File: src/rtl/axis_mult_pkg.sv
// Shared defaults and state encoding for the multiplier stream arbiter and its helpers.
package axis_mult_pkg;

  localparam int unsigned DefNumSrc      = 4;
  localparam int unsigned DefIdxWidth    = 2;
  localparam int unsigned DefSdataWidth  = 128;
  localparam int unsigned DefWeightWidth = 8;

  typedef enum logic {
    StIdle,
    StLock
  } state_e;

endpackage

File: src/rtl/rr_arbiter.sv
// Combinational round-robin pick: first requester strictly after ptr_i, wrapping modulo NUM_SRC.
module rr_arbiter
  import axis_mult_pkg::*;
#(
  parameter int unsigned NUM_SRC   = DefNumSrc,
  parameter int unsigned IDX_WIDTH = DefIdxWidth
) (
  input  logic [NUM_SRC-1:0]   req_i,
  input  logic [IDX_WIDTH-1:0] ptr_i,
  output logic [IDX_WIDTH-1:0] gnt_o,
  output logic                 any_req_o
);

  int unsigned sel;

  // Walk offsets from farthest to nearest so the nearest requester wins.
  always_comb begin
    gnt_o     = '0;
    any_req_o = |req_i;
    sel       = 0;
    for (int unsigned i = NUM_SRC; i >= 1; i--) begin
      sel = (32'(ptr_i) + i) % NUM_SRC;
      if (req_i[sel[IDX_WIDTH-1:0]]) begin
        gnt_o = sel[IDX_WIDTH-1:0];
      end
    end
  end

endmodule

File: src/rtl/axis_mult_arbiter.sv
// Packet-level round-robin arbiter sharing one multiplier between several AXI-Stream sources,
// with a per-source weight held constant for the whole granted packet.
module axis_mult_arbiter
  import axis_mult_pkg::*;
#(
  parameter int unsigned NUM_SRC      = DefNumSrc,
  parameter int unsigned IDX_WIDTH    = DefIdxWidth,
  parameter int unsigned SDATA_WIDTH  = DefSdataWidth,
  parameter int unsigned WEIGHT_WIDTH = DefWeightWidth,
  parameter int unsigned WEIGHT_RST   = 0
) (
  input  logic                           CLK,
  input  logic                           resetn,
  input  logic [NUM_SRC-1:0]             s_axis_tvalid,
  output logic [NUM_SRC-1:0]             s_axis_tready,
  input  logic [NUM_SRC*SDATA_WIDTH-1:0] s_axis_tdata,
  input  logic [NUM_SRC-1:0]             s_axis_tlast,
  input  logic                           wgt_wr_en,
  input  logic [IDX_WIDTH-1:0]           wgt_wr_idx,
  input  logic [WEIGHT_WIDTH-1:0]        wgt_wr_data,
  output logic                           m_axis_tvalid,
  input  logic                           m_axis_tready,
  output logic [SDATA_WIDTH-1:0]         m_axis_tdata,
  output logic                           m_axis_tlast,
  output logic [IDX_WIDTH-1:0]           m_axis_tid,
  output logic [WEIGHT_WIDTH-1:0]        m_weight,
  output logic                           busy,
  output logic [15:0]                    pkt_count
);

  localparam logic [IDX_WIDTH-1:0]    LastIdx = IDX_WIDTH'(NUM_SRC - 1);
  localparam logic [WEIGHT_WIDTH-1:0] WgtRst  = WEIGHT_WIDTH'(WEIGHT_RST);

  state_e                  state_q, state_d;
  logic [IDX_WIDTH-1:0]    gnt_q, gnt_d, rr_ptr_q, rr_ptr_d, arb_gnt;
  logic                    any_req;
  logic [WEIGHT_WIDTH-1:0] wgt_q [NUM_SRC];
  logic [WEIGHT_WIDTH-1:0] wgt_d [NUM_SRC];
  logic [WEIGHT_WIDTH-1:0] active_wgt_q, active_wgt_d;
  logic                    m_valid_q, m_valid_d, m_last_q, m_last_d;
  logic [SDATA_WIDTH-1:0]  m_data_q, m_data_d;
  logic [IDX_WIDTH-1:0]    m_tid_q, m_tid_d;
  logic [WEIGHT_WIDTH-1:0] m_wgt_q, m_wgt_d;
  logic [15:0]             pkt_q, pkt_d;

  logic                   src_valid, src_last, out_ready, accept;
  logic [SDATA_WIDTH-1:0] src_data;

  rr_arbiter #(
    .NUM_SRC  (NUM_SRC),
    .IDX_WIDTH(IDX_WIDTH)
  ) u_rr_arbiter (
    .req_i    (s_axis_tvalid),
    .ptr_i    (rr_ptr_q),
    .gnt_o    (arb_gnt),
    .any_req_o(any_req)
  );

  assign src_valid = s_axis_tvalid[gnt_q];
  assign src_last  = s_axis_tlast[gnt_q];
  assign src_data  = s_axis_tdata[gnt_q*SDATA_WIDTH +: SDATA_WIDTH];
  assign out_ready = !m_valid_q || m_axis_tready;
  assign accept    = (state_q == StLock) && src_valid && out_ready;

  always_comb begin
    s_axis_tready = '0;
    if (state_q == StLock) begin
      s_axis_tready[gnt_q] = out_ready;
    end
  end

  always_comb begin
    state_d      = state_q;
    gnt_d        = gnt_q;
    rr_ptr_d     = rr_ptr_q;
    active_wgt_d = active_wgt_q;
    pkt_d        = pkt_q;
    m_valid_d    = m_valid_q;
    m_last_d     = m_last_q;
    m_data_d     = m_data_q;
    m_tid_d      = m_tid_q;
    m_wgt_d      = m_wgt_q;
    wgt_d        = wgt_q;

    if (wgt_wr_en && (32'(wgt_wr_idx) < NUM_SRC)) begin
      wgt_d[wgt_wr_idx] = wgt_wr_data;
    end

    unique case (state_q)
      StIdle: begin
        // Grant reads the registered weight, so a same-cycle write lands next packet.
        if (any_req) begin
          gnt_d        = arb_gnt;
          active_wgt_d = wgt_q[arb_gnt];
          state_d      = StLock;
        end
      end
      StLock: begin
        if (accept && src_last) begin
          rr_ptr_d = gnt_q;
          pkt_d    = pkt_q + 16'd1;
          state_d  = StIdle;
        end
      end
    endcase

    if (accept) begin
      m_valid_d = 1'b1;
      m_data_d  = src_data;
      m_last_d  = src_last;
      m_tid_d   = gnt_q;
      m_wgt_d   = active_wgt_q;
    end else if (m_axis_tready) begin
      m_valid_d = 1'b0;
    end
  end

  always_ff @(posedge CLK or negedge resetn) begin
    if (!resetn) begin
      state_q      <= StIdle;
      gnt_q        <= '0;
      rr_ptr_q     <= LastIdx;
      active_wgt_q <= WgtRst;
      pkt_q        <= '0;
      m_valid_q    <= 1'b0;
      m_last_q     <= 1'b0;
      m_data_q     <= '0;
      m_tid_q      <= '0;
      m_wgt_q      <= WgtRst;
      for (int unsigned i = 0; i < NUM_SRC; i++) begin
        wgt_q[i] <= WgtRst;
      end
    end else begin
      state_q      <= state_d;
      gnt_q        <= gnt_d;
      rr_ptr_q     <= rr_ptr_d;
      active_wgt_q <= active_wgt_d;
      pkt_q        <= pkt_d;
      m_valid_q    <= m_valid_d;
      m_last_q     <= m_last_d;
      m_data_q     <= m_data_d;
      m_tid_q      <= m_tid_d;
      m_wgt_q      <= m_wgt_d;
      wgt_q        <= wgt_d;
    end
  end

  assign m_axis_tvalid = m_valid_q;
  assign m_axis_tlast  = m_last_q;
  assign m_axis_tdata  = m_data_q;
  assign m_axis_tid    = m_tid_q;
  assign m_weight      = m_wgt_q;
  assign busy          = (state_q == StLock);
  assign pkt_count     = pkt_q;

endmodule

File: config.mk
export PLATFORM = sky130hd
export DESIGN_NAME = axis_mult_arbiter
export DESIGN_NICKNAME = d
export VERILOG_FILES = /design/src/rtl/axis_mult_pkg.sv /design/src/rtl/rr_arbiter.sv /design/src/rtl/axis_mult_arbiter.sv
export SDC_FILE = /design/constraint.sdc
export NUM_CORES = 1
export LEC_CHECK = 0
export BUFFER_PORTS_ARGS = -buffer_cell sky130_fd_sc_hd__clkbuf_2
export CAP_MARGIN = 20
export CORE_AREA = 4 4 272 274
export DETAILED_ROUTE_END_ITERATION = 16
export DIE_AREA = 0 0 276 278
export PLACE_DENSITY = 0.39
export SETUP_SLACK_MARGIN = 0.1
export SLEW_MARGIN = 20
export SYNTH_ARGS = -nofsm -noshare
export SYNTH_HDL_FRONTEND = slang
export SYNTH_SLANG_ARGS = --single-unit
File: constraint.sdc
create_clock -name CLK -period 2.9 [get_ports CLK]
set_clock_uncertainty 0.2 [all_clocks]
set_input_delay 0.29 -clock CLK [delete_from_list [all_inputs] [get_ports CLK]]
set_output_delay 0.29 -clock CLK [all_outputs]
set_load 0.02 [all_outputs]
==> flow_metrics.py <==
metrics = {
    "run_status": {
        "status": "finished clean",
    },
    "sta": {
        "max-slew-margin-rel_pct": 57.9,
        "max_freq_mhz": 365,
        "rsz0062_at_grt": "true",
        "worstMarginPinSlew_ns": 0.629,
        "finalCriticalPeriod_ns": 2.74,
        "fin_setup_tns_ns": 0,
        "slew_violations": 0,
        "fin_crit_sh_pct": 94.5,
        "hold_viol": 0,
        "setup_viol": 0,
    },
    "synthesis": {
        "synth_cells": 699,
        "synth_edf_count": 0,
        "yosysUniqueCellTypes": 34,
        "async_reset_ff_share_pct": 100,
        "ys_warn_count": 0,
        "syn_area_um2": 11400,
        "synth-main-ff-cell": "dfrtp_1",
        "synthesis.nets": 1234,
        "ys_seq_area_share_pct": 44.1,
        "ys_ff_latch": 201,
        "synth_area_per_cell_um2": 16.3,
    },
    "clocking": {
        "cts_tree": "built",
        "root_buffer": "clkbuf_16",
        "htree_levels": 1,
        "clkTransAtPathRegs_ns": 0.06,
        "clock_latency_ns": 0.55,
        "cts.sinks": 201,
        "clockBufferDepth": 3,
        "cts_buffers": 25,
    },
    "power": {
        "clkPwrFrac_pct": 15.5,
        "vdd_drop_max_v": 0.000574,
        "switchingPower_uw": 7420,
        "p_sw_share_pct": 37.8,
        "power_frac_seq_pct": 25.0,
        "powerDensity_nw_per_um2": 988,
        "p_comb_share_pct": 59.5,
        "power_uw": 19600,
        "internal_power_uw": 12200,
        "power.leakage_uw": 0.00937,
    },
    "layout": {
        "post-route-util_pct": 27.9,
        "nets": 2225,
        "final-instance-count-excl-fill": 2672,
        "final_area_um2": 19900,
        "syn_to_final_growth_pct": 74.3,
        "drive_gt1_share_pct": 62.7,
    },
    "global_routing": {
        "antenna_found_initial": 21,
        "grt_pass1_vias": 11900,
        "grt_use_total_pct": 13.5,
        "grt_overflow_total": 0,
        "grt_max_degree": 73,
        "grt_pass1_wl_um": 79800,
    },
    "die": {
        "die_y_um": 278,
        "core_um2": 71400,
        "num_rows": 98,
        "ios": 695,
        "chipWidth_um": 276,
        "start_util_pct": 16.0,
        "die-area_um2": 76700,
    },
    "routing": {
        "wl_met3_um": 4870,
        "routed_wl_um": 55300,
        "wl_met2_um": 27700,
        "wl_met1_um": 21300,
        "drtAntennaViolNets": 0,
        "dr.pass1.iters": 5,
        "top_layer": "met5",
        "vias_per_cell": 4.04,
        "vias": 10800,
        "wire_per_inst_um": 20.7,
        "route.detailed.drc": 0,
        "drt-initial-drc-count": 522,
    },
    "critical_path": {
        "max_stage_delay_ns": 0.55,
        "crit_buf_inv": 3,
        "crit_family": "buffers and inverters",
        "crit_type": "register to register",
        "start_kind": "register",
        "arrival_ns": 2.96,
        "crit_path_cell_trace": "buf_4, mux4_2, and3_4, buf_4, mux2_4, dlygate4sd3_1",
        "slowest_stage": "dlygate4sd3_1",
        "end_kind": "register",
        "path_common_cell": "buf_4",
        "crit_required_ns": 3.12,
        "path_max_fanout": 6,
    },
    "placed_design": {
        "post-dp-hpwl_um": 42200,
        "placed_cell_area_um2": 16100,
        "dp_cells": 2316,
        "port_buffers": 694,
        "place.gp.congestion": 0.880,
    },
    "worst_hold_path": {
        "hp-class": "primary input to register",
    },
    "flow_run": {
        "max_cap_violations": 0,
    },
}
==> per-layer routing <==
layer,track usage [%],vias to the layer above
met5,0,-
met4,4.06,4
met3,5.19,73
met2,23.4,462
met1,15.5,5527
li1,-,4738
==> worst register-to-register path, cell delays in order (launching register included) <==
cell and delay (ns):
dfrtp_4 0.53, buf_4 0.16, mux4_2 0.44, and3_4 0.25, buf_4 0.19, mux2_4 0.29, dlygate4sd3_1 0.55
==> cell usage in the layout (no fill, tap or decap), types with 8 or more instances in the layout <==
cell type        n
dlygate4sd3_1  285
xor2_1          10
dfrtp_1        197
nand3_1          8
mux2_4         100
clkbuf_16       26
nand2_1         52
mux4_2         130
mux2i_1         17
buf_12           8
clkbuf_2       693
buf_4           24
nor3_1          11
diode_2         13
mux2_2          62
==> sequential cells by signal (all words and copies together) (netlist names) <==
signal,count
m_axis_tlast,1
active_wgt_q,8
busy,1
m_axis_tid,2
gnt_q,2
m_weight,8
m_axis_tvalid,1
rr_ptr_q,2
pkt_count,16
m_axis_tdata,128
wgt_q,32
==> final timing paths <==
check                               endpoint  slack (ns)  cells after the start               from
max                         m_axis_tdata[72]        0.16                      6           gnt_q[0]
min                        m_axis_tdata[117]        0.03                      3  s_axis_tdata[117]
max reg2reg                 m_axis_tdata[72]        0.16                      6           gnt_q[0]
min reg2reg                    pkt_count[15]        0.27                      1      pkt_count[15]
max in group asynchronous   m_axis_tdata[27]        1.60                      3             resetn
min in group asynchronous   m_axis_tdata[92]        0.05                      2             resetn
==> power by group through the flow <==
| stage | clock [uW] | sequential [uW] | combinational (uW) |
|---|---|---|---|
| finish | 3040 | 4920 | 11700 |
| global route | 3290 | 5090 | 12500 |
| CTS | 3170 | 4920 | 11600 |
| detailed placement | 0 | 4940 | 10300 |
| global placement | 0 | 4950 | 10200 |
| floorplan | 0 | 6010 | 5940 |
==> cells by family after synthesis <==
group           after synthesis  synth area share [%]
xor+xnor                     15                  1.15
simple gates                 96                  3.95
compound gates               18                  1.16
buf+inv                      59                  3.05
fa+ha+maj                     1                 0.110
mux                         309                  46.5
flops                       201                  44.1
==> repair_timing <==
action,4_1_cts,5_1_grt
endpoints found under the hold margin,355,0
resized for setup,0,2
hold buffers,285,0
setup endpoints to repair,0,75
setup buffers,0,9
==> cell usage after synthesis, types with 7 or more instances <==
cell | n | area (um2)
dfrtp_1 | 199 | 4980
mux4_2 | 130 | 2930
mux2_4 | 100 | 1500
mux2_2 | 62 | 698
nand2_1 | 52 | 195
clkbuf_1 | 26 | 97.6
mux2i_1 | 17 | 170
buf_6 | 15 | 169
buf_2 | 11 | 55.1
nor3_1 | 11 | 55.1
xor2_1 | 10 | 87.6
nand3_1 | 8 | 40.0
inv_1 | 7 | 26.3
o221ai_1 | 7 | 61.3
==> final cells by class <==
class	instances	area [um2]
fill	7505	51500
timing repair buffer	1015	6770
multi-input combinational	440	6040
sequential	201	5040
tap	950	1190
clock buffer	38	744
clock inverter	8	43.8
antenna	13	32.5
inverter	7	26.3
==> metrics by stage <==
stage | setup WS, ns | hold slack [ns]
detailed placement | 0.391 | 0.0458
floorplan | 0.628 | -0.206
finish | 0.161 | 0.0343
global placement | 0.424 | 0.0469
CTS | 0.107 | 0.000572
global route | 0.0711 | 0.00806
(Power assumes the default switching activity.)
